===== config.mk =====
export PLATFORM = sky130hd
export DESIGN_NAME = mux_large_stream
export DESIGN_NICKNAME = d
export VERILOG_FILES = /design/src/rtl/mux_stream_pkg.sv /design/src/rtl/mux_large_stream_rr_arbiter.sv /design/src/rtl/mux_large_stream.sv
export SDC_FILE = /design/constraint.sdc
export NUM_CORES = 1
export LEC_CHECK = 0
export BUFFER_PORTS_ARGS = -buffer_cell sky130_fd_sc_hd__buf_2
export CAP_MARGIN = 20
export CELL_PAD_IN_SITES_DETAIL_PLACEMENT = 2
export CELL_PAD_IN_SITES_GLOBAL_PLACEMENT = 2
export CORE_ASPECT_RATIO = 1.4
export CORE_MARGIN = 3
export CORE_UTILIZATION = 29
export DETAILED_ROUTE_END_ITERATION = 12
export HOLD_SLACK_MARGIN = 0.02
export PLACE_DENSITY = 0.85
export SYNTH_ARGS = -nofsm -noshare
export SYNTH_HDL_FRONTEND = slang
export SYNTH_SLANG_ARGS = --single-unit

===== constraint.sdc =====
create_clock -name clk -period 10.2 [get_ports clk]
set_clock_uncertainty 0.2 [all_clocks]
set_input_delay 2.04 -clock clk [delete_from_list [all_inputs] [get_ports clk]]
set_output_delay 2.04 -clock clk [all_outputs]
set_load 0.1 [all_outputs]

===== src/rtl/mux_stream_pkg.sv =====
// Shared definitions for the streaming channel multiplexer: mode encodings
// and the select-width helper.
package mux_stream_pkg;

  localparam logic MODE_SEL = 1'b0;
  localparam logic MODE_RR  = 1'b1;

  // Ceil(log2(n)) with a floor of 1, so a 2-channel mux still has a 1-bit select.
  function automatic int clog2_min1(input int n);
    int r;
    r = 32'sd1;
    for (int i = 1; i < 31; i++) begin
      r = ((32'sd1 << i) < n) ? i + 32'sd1 : r;
    end
    return r;
  endfunction

endpackage


===== src/rtl/mux_large_stream_rr_arbiter.sv =====
// Combinational round-robin arbiter: the first requester at or above ptr wins,
// wrapping modulo NUM_CH.
module rr_arbiter
  import mux_stream_pkg::*;
#(
  parameter int NUM_CH = 10,
  parameter int SEL_W  = clog2_min1(NUM_CH)
) (
  input  logic [NUM_CH-1:0] req,
  input  logic [SEL_W-1:0]  ptr,
  output logic [NUM_CH-1:0] grant,
  output logic [SEL_W-1:0]  grant_idx
);
  localparam int DW = 2 * NUM_CH;
  localparam logic [DW-1:0]     ONE_DW = {{(DW-1){1'b0}}, 1'b1};
  localparam logic [NUM_CH-1:0] ONE_N  = {{(NUM_CH-1){1'b0}}, 1'b1};

  logic [DW-1:0] req_dbl_s;
  int            idx_s;
  int            ch_s;

  // Upper copy of req covers the wrap-around; bits below ptr in the lower copy are masked.
  always_comb begin
    req_dbl_s = {req, req} & ~((ONE_DW << ptr) - ONE_DW);
    idx_s     = 32'sd0;
    for (int j = DW - 1; j >= 0; j--) begin
      idx_s = req_dbl_s[j] ? j : idx_s;
    end
    ch_s      = (idx_s >= NUM_CH) ? idx_s - NUM_CH : idx_s;
    grant     = (|req) ? (ONE_N << ch_s) : {NUM_CH{1'b0}};
    grant_idx = (|req) ? SEL_W'(ch_s) : {SEL_W{1'b0}};
  end

endmodule


===== src/rtl/mux_large_stream.sv =====
// N-channel streaming multiplexer with valid/ready handshakes, external-select
// or round-robin channel choice, and a single registered output stage.
module mux_large_stream
  import mux_stream_pkg::*;
#(
  parameter int NUM_CH = 10,
  parameter int WIDTH  = 8,
  parameter int SEL_W  = clog2_min1(NUM_CH)
) (
  input  logic                    clk,
  input  logic                    rst_n,
  input  logic [NUM_CH*WIDTH-1:0] in_data,
  input  logic [NUM_CH-1:0]       in_valid,
  output logic [NUM_CH-1:0]       in_ready,
  input  logic                    mode,
  input  logic [SEL_W-1:0]        sel,
  input  logic                    clr_err,
  output logic [WIDTH-1:0]        out_data,
  output logic [SEL_W-1:0]        out_ch,
  output logic                    out_valid,
  input  logic                    out_ready,
  output logic                    sel_err
);
  localparam logic [NUM_CH-1:0] ONE_N    = {{(NUM_CH-1){1'b0}}, 1'b1};
  localparam logic [SEL_W-1:0]  LAST_CH  = SEL_W'(NUM_CH - 1);
  localparam logic [SEL_W:0]    NUM_CH_W = (SEL_W + 1)'(NUM_CH);

  logic [NUM_CH-1:0] rr_grant_s;
  logic [SEL_W-1:0]  rr_idx_s;
  logic [NUM_CH-1:0] grant_s;
  logic [SEL_W-1:0]  grant_idx_s;
  logic              sel_bad_s;
  logic              can_accept_s;
  logic              xfer_s;

  logic [WIDTH-1:0]  out_data_q, out_data_d;
  logic [SEL_W-1:0]  out_ch_q, out_ch_d;
  logic              out_valid_q, out_valid_d;
  logic              sel_err_q, sel_err_d;
  logic [SEL_W-1:0]  rr_ptr_q, rr_ptr_d;

  rr_arbiter #(.NUM_CH(NUM_CH), .SEL_W(SEL_W)) u_arb (
    .req       (in_valid),
    .ptr       (rr_ptr_q),
    .grant     (rr_grant_s),
    .grant_idx (rr_idx_s)
  );

  // Channel grant: round-robin winner, or the selected channel when in range.
  always_comb begin
    grant_s     = {NUM_CH{1'b0}};
    grant_idx_s = {SEL_W{1'b0}};
    sel_bad_s   = 1'b0;
    if (mode == MODE_RR) begin
      grant_s     = rr_grant_s;
      grant_idx_s = rr_idx_s;
    end else if ({1'b0, sel} < NUM_CH_W) begin
      grant_s     = in_valid & (ONE_N << sel);
      grant_idx_s = sel;
    end else begin
      sel_bad_s   = 1'b1;
    end
  end

  assign can_accept_s = ~out_valid_q | out_ready;
  assign in_ready     = grant_s & {NUM_CH{can_accept_s}};
  assign xfer_s       = |(in_valid & in_ready);

  // Next state of the output stage, round-robin pointer and sticky select error.
  always_comb begin
    out_data_d  = out_data_q;
    out_ch_d    = out_ch_q;
    out_valid_d = out_valid_q;
    rr_ptr_d    = rr_ptr_q;
    if (xfer_s) begin
      out_data_d  = in_data[int'(grant_idx_s) * WIDTH +: WIDTH];
      out_ch_d    = grant_idx_s;
      out_valid_d = 1'b1;
    end else if (out_ready) begin
      out_valid_d = 1'b0;
    end else begin
      out_valid_d = out_valid_q;
    end
    if (xfer_s && (mode == MODE_RR)) begin
      rr_ptr_d = (grant_idx_s == LAST_CH) ? {SEL_W{1'b0}} : grant_idx_s + {{(SEL_W-1){1'b0}}, 1'b1};
    end else begin
      rr_ptr_d = rr_ptr_q;
    end
    if (sel_bad_s) begin
      sel_err_d = 1'b1;
    end else if (clr_err) begin
      sel_err_d = 1'b0;
    end else begin
      sel_err_d = sel_err_q;
    end
  end

  // State registers.
  always_ff @(posedge clk or negedge rst_n) begin
    if (!rst_n) begin
      out_data_q  <= {WIDTH{1'b0}};
      out_ch_q    <= {SEL_W{1'b0}};
      out_valid_q <= 1'b0;
      sel_err_q   <= 1'b0;
      rr_ptr_q    <= {SEL_W{1'b0}};
    end else begin
      out_data_q  <= out_data_d;
      out_ch_q    <= out_ch_d;
      out_valid_q <= out_valid_d;
      sel_err_q   <= sel_err_d;
      rr_ptr_q    <= rr_ptr_d;
    end
  end

  assign out_data  = out_data_q;
  assign out_ch    = out_ch_q;
  assign out_valid = out_valid_q;
  assign sel_err   = sel_err_q;

endmodule


=== Word level (Yosys, flattened, before mapping) ===
Cells that the tools add are included.

* Flip-flop bits (word level): 18
* Input port bits: 99
* Output and inout bits: 24
* Logic and storage cells: 61

* $add $sub $neg: 3
* $lt $le $gt $ge: 2
* Equality and inequality tests: 1
* Shift-type cells: 4
* Muxes and demuxes: 34
* Bitwise logic cells: 7
* Reduce and logical (&&, ||, !) cells: 5

{| class="wikitable"
|+ Operators with widths
! kind !! number
|-
| $mux 32 || 20
|-
| $shiftx 80x8->8 || 1
|-
| $ge 32x5->1 const B || 1
|-
| $shl 1x32->10 const A || 1
|-
| $sub 32x5->32 const B || 1
|-
| $and 10x10->10 || 3
|-
| $mux 10 || 3
|-
| $and 20x20->20 || 1
|-
| $not 20->20 || 1
|-
| $reduce_or 10->1 || 2
|-
| $shl 1x4->20 const A || 1
|-
| $sub 20x1->20 const B || 1
|-
| $mux 4 || 4
|-
| $shl 1x4->10 const A || 1
|-
| $mux 1 || 6
|-
| $mux 5 || 1
|-
| $add 4x1->4 const B || 1
|-
| $eq 4x4->1 const B || 1
|-
| $lt 4x4->1 const B || 1
|-
| $reduce_bool 2->1 || 2
|-
| $logic_and 1x1->1 || 1
|-
| $not 1->1 || 1
|-
| $or 1x1->1 || 1
|}

=== Longest topological paths before layout ===
* Depth in word-level cells: 33
* Mapped depth: 25
* Depth with buffers taken out: 20

=== By module ===
A second synthesis with hierarchy kept.

* Cells, all modules: 393
* Area, all modules: 2982.9 um^2

{| class="wikitable"
|+ By module, submodules not included
! module !! times used !! cells each !! area an instance (um^2) !! sequential area each (um^2)
|-
| mux_large_stream || 1 || 230 || 1918.1 || 450.4
|-
| rr_arbiter || 1 || 163 || 1064.8 || 0.0
|}

=== Worst setup path before layout ===
Ideal clock, no wire load.

* Kind: in2out
* Start point: input in_valid[3]
* End point: output in_ready[3]
* Data arrival time: 6.776 ns
* Required time: 7.960 ns
* Slack: 1.184 ns
* Stages on the path: 15
* Path buffers: 2
* Path through: clkbuf_1 > nor2_1 > or3_1 > and4_1 > o211ai_1 > nand2_1 > nand2_1 > nand2_1 > ha_1 > buf_2 > or4_1 > mux2_4 > nor2_1 > nand2_1 > o21ai_0

* Word-level cells in the longest chain between the ends: 21
* Elaborated cells between the ends (all ways): 25
* Classes of those cells: add/sub (1); order compare (1); shift (1); mux (18); bitwise (3); reduce/logical (1)

{| class="wikitable"
|+ Ends and longest elaborated chain
! item !! line !! RTL
|-
| from (decl) || mux_large_stream.sv:13 || <nowiki>input logic [NUM_CH-1:0] in_valid,</nowiki>
|-
| $and 20x20->20 || mux_large_stream_rr_arbiter.sv:24 || <nowiki>req_dbl_s = {req, req} & ~((ONE_DW << ptr) - ONE_DW);</nowiki>
|-
| $mux 32 (14 in a row) || mux_large_stream_rr_arbiter.sv:27 || <nowiki>idx_s = req_dbl_s[j] ? j : idx_s;</nowiki>
|-
| $sub 32x5->32 / $ge 32x5->1 (equally long branches) || mux_large_stream_rr_arbiter.sv:29 || <nowiki>ch_s = (idx_s >= NUM_CH) ? idx_s - NUM_CH : idx_s;</nowiki>
|-
| $mux 32 || mux_large_stream_rr_arbiter.sv:29 ||
|-
| $shl 1x32->10 || mux_large_stream_rr_arbiter.sv:30 || <nowiki>grant = (|req) ? (ONE_N << ch_s) : {NUM_CH{1'b0}};</nowiki>
|-
| $mux 10 || mux_large_stream_rr_arbiter.sv:30 ||
|-
| $mux 10 * || mux_large_stream.sv:54 || <nowiki>if (mode == MODE_RR) begin</nowiki>
|-
| $and 10x10->10 * || mux_large_stream.sv:66 || <nowiki>assign in_ready = grant_s & {NUM_CH{can_accept_s}};</nowiki>
|-
| to (decl) || mux_large_stream.sv:14 || <nowiki>output logic [NUM_CH-1:0] in_ready,</nowiki>
|}

Every way passes the cells marked *; elsewhere a longest branch is shown, timed or not.

=== Worst setup path in the final report ===
* Start point: input in_valid[7]
* End point: output in_ready[9]

* Word-level cells in the longest chain between the ends: 25
* Elaborated cells between the ends (all ways): 27
* Classes of those cells: add/sub (1); order compare (1); shift (1); mux (21); bitwise (2); reduce/logical (1)

{| class="wikitable"
|+ Ends and longest elaborated chain
! item !! line
|-
| $and 20x20->20 || mux_large_stream_rr_arbiter.sv:24
|-
| $mux 32 (18 in a row) || mux_large_stream_rr_arbiter.sv:27
|-
| $sub 32x5->32 / $ge 32x5->1 (equally long branches) || mux_large_stream_rr_arbiter.sv:29
|-
| $mux 32 || mux_large_stream_rr_arbiter.sv:29
|-
| $shl 1x32->10 || mux_large_stream_rr_arbiter.sv:30
|-
| $mux 10 * || mux_large_stream_rr_arbiter.sv:30
|-
| $mux 10 * || mux_large_stream.sv:54
|-
| $and 10x10->10 * || mux_large_stream.sv:66
|}

Marked as above.

==> flow_summary.yaml <==
layout:
  layout.area.seq_um2: 450.4
  multi_input_area_um2: 2462
  n_antenna_cell: 0
  layout.filler_cells: 1280
  final_common_cell: "buf_2"
  final_layout_size_suffix_gt1_share_pct: 32.43
  fin_util_pct: 37.02
  commonest_cells_after_routing_fill_and_taps_aside: "buf_2, nand2_1, nor2_1"
  area.growth.synth_to_final_pct: 24.00
  finalNetCount: 618
synthesis:
  syn-num-nets: 516
  yosys.area.top_type: "dfrtp_1"
  async_reset_ff_share_pct: 100.0
  synth.lib_cells_used.distinct: 80
  synth_largest_type_area_fraction_pct: 14.42
  syn_inst: 415
  syn-cell-area_um2: 3123
  synth_sequential_area_ratio_pct: 14.42
  synth-edff-count: 0
  synthesis.area_per_instance_um2: 7.525
  ys.flop_type: "dfrtp_1"
  ys_ff_latch: 18
  post_synth_main_area_contributors: "dfrtp_1, mux2i_1, nand2_1"
  yosys_warnings: 0
floorplan:
  core.rowCount: 44
  dieHeight_um: 128.8
  start_util_pct: 29.86
  pin_count: 123
  core_footprint_um2: 10460
  die-area_um2: 12070
  chipWidth_um: 93.71
detailed_routing:
  postRouteAntennaNets: 0
  viasPerCell: 5.681
  detail_route.first_pass.iterations: 4
  route.top_layer_used: "met4"
  route.met3.wl_um: 700
  post-route-drc-count: 0
  wl_met1_um: 5264
  dr.first_iter.drc_count: 119
  via_count: 3710
  detail_route.wirelength_um: 14130
  dr_wl_met2_um: 7721
  wl_per_cell_um: 21.64
cts:
  tritoncts: "yes"
  cts_num_sinks: 18
  number_of_post_cts_setup_repair_buffers: 0
  cts_htree_levels: 1
  clock_latency_on_the_worst_skew_pair_ns: 0.25
  post_cts_resize_count: 0
  clk_pin_slew_ns: 0.05
  root_buffer: "clkbuf_16"
  ctsHoldBuffers: 0
  cts_buffers: 3
  cts_buffer_depth: 2
global_route:
  grt_overflow: 0
  grtUsageTotal_pct: 23.65
  grt_max_degree: 46
  antenna_found_initial: 0
  vias_in_the_first_global_route: 4192
  wire_length_of_the_first_global_routing_pass_um: 22530
job:
  max-cap-violations: 0
place:
  dp_hpwl_um: 11760
  port-buffer-count: 122
  gp_congestion: 0.9476
timing:
  hold_viol: 0
  finalSetupViolCount: 0
  fin_tns_setup_ns: 0
  max-slew-margin-rel_pct: 53.86
  max_slew.worst_pin.slew_ns: 0.6874
  max_freq_ghz: 0.1261
  rsz0062_at_grt: "false"
  finalCriticalPeriod_ns: 7.933
  slew_viol_final: 0
  final.period_utilization_pct: 77.77
critical_path:
  critical_path.endpoint_type: "primary output"
  critical_path_arrival_ns: 5.69
  critPathKind: "primary input to primary output"
  worstPathRequired_ns: 7.96
  critical_path.startpoint_type: "primary input"
  worst-r2r-setup-slack_ns: 3.84
  worst-path-max-fanout: 10
hold_path:
  timing.hold.worst.class: "flip-flop to flip-flop"
run_status:
  outcome: "completed"
pwr:
  vdd_ir_drop_max_uv: 158.2
  cellLeakagePower_nw: 1.762
  powerDensity_nw_per_um2: 382.3
-- power by group --
group	leakage, nW	internal (W)	total, W	switching (W)
Sequential	0.220	0.000108	0.000157	0.0000492
Clock	0.0370	0.0000517	0.0000787	0.0000270
Combinational	1.50	0.000394	0.00124	0.000850
Total	1.76	0.000554	0.00148	0.000927
-- per-stage QoR --
step	worst slack [ns]	cells	power (W)	instance area, µm²	hold WS, ns
after global placement	2.427	650	0.001357	3797	0.2721
after floorplan	1.184	415	0.001131	3123	0.5540
after global routing	1.852	653	0.001589	3872	0.3222
after CTS	2.298	653	0.001492	3872	0.2950
final	2.267	653	0.001480	3872	0.2918
after detailed placement	2.297	650	0.001405	3797	0.2833
-- metal layers --
| metal | global-route usage, % | vias up |
|---|---|---|
| li1 | - | 1747 |
| met5 | 0 | - |
| met1 | 25.53 | 1793 |
| met4 | 8.333 | 0 |
| met3 | 3.041 | 23 |
| met2 | 46.09 | 147 |
-- worst max-delay path, cell delays in order --
cell and delay, ns:
buf_2 0.15, nor4_1 0.29, a21oi_1 0.08, o2bb2ai_1 0.34, o2bb2ai_1 0.24, a21oi_4 0.32, nand2_1 0.10, nand2_1 0.09
ha_1 0.36, inv_1 0.17, a211oi_1 0.35, or3_4 0.23, nand3_1 0.16, o21ai_0 0.19, and2_1 0.14, buf_2 0.43
-- cells in the mapped netlist, types with 5 or more instances --
cell type and n:
a211oi_1 21, nand2_1 47, nor2b_1 7, buf_2 7, inv_1 23, o22ai_1 6
and2_1 7, nand3_1 11, o21ai_0 16, clkbuf_1 14, nand2b_1 9, mux2_2 9
mux2i_1 28, and2_0 8, nor2_1 36, dfrtp_1 18, nor3_1 17, a311oi_1 9
mux2_4 5, a21oi_1 13, o21ai_1 5
-- cell type report --
class	instances	share of cell area, %
clock buffers	3	1.939
inverters	23	2.229
multi-input cells	347	63.59
flip-flops and latches	18	11.63
well taps	138	4.459
repair buffers	124	16.16
-- path summary, 6_finish.rpt --
path                                to         from  cells after the start
min                          out_ch[1]    out_ch[1]                      1
max in group asynchronous  out_data[1]        rst_n                      1
max                        in_ready[9]  in_valid[7]                     16
max reg2reg                out_data[4]  rr_ptr_q[2]                     21
min in group asynchronous  out_data[4]        rst_n                      1
min reg2reg                  out_ch[1]    out_ch[1]                      1
-- sequential cells by signal, indices dropped and copies added, names as in the netlist --
name       flops
sel_err        1
out_data       8
out_valid      1
rr_ptr_q       4
out_ch         4
-- logic make-up (layout without fill, tap and decap cells) --
family                   count (synthesis)  after routing  share of synthesized area (%)
multiplexers                            45             45                          15.71
flip-flops                              18             18                          14.42
AND/OR/NAND/NOR                        178            178                          29.69
XOR/XNOR                                 3              3                          1.082
adder cells (fa/ha/maj)                  2              2                         0.8012
AO/OA/AOI/OAI                          119            119                          30.93
buffers and inverters                   50            150                          7.371
(Power assumes the default switching activity.)
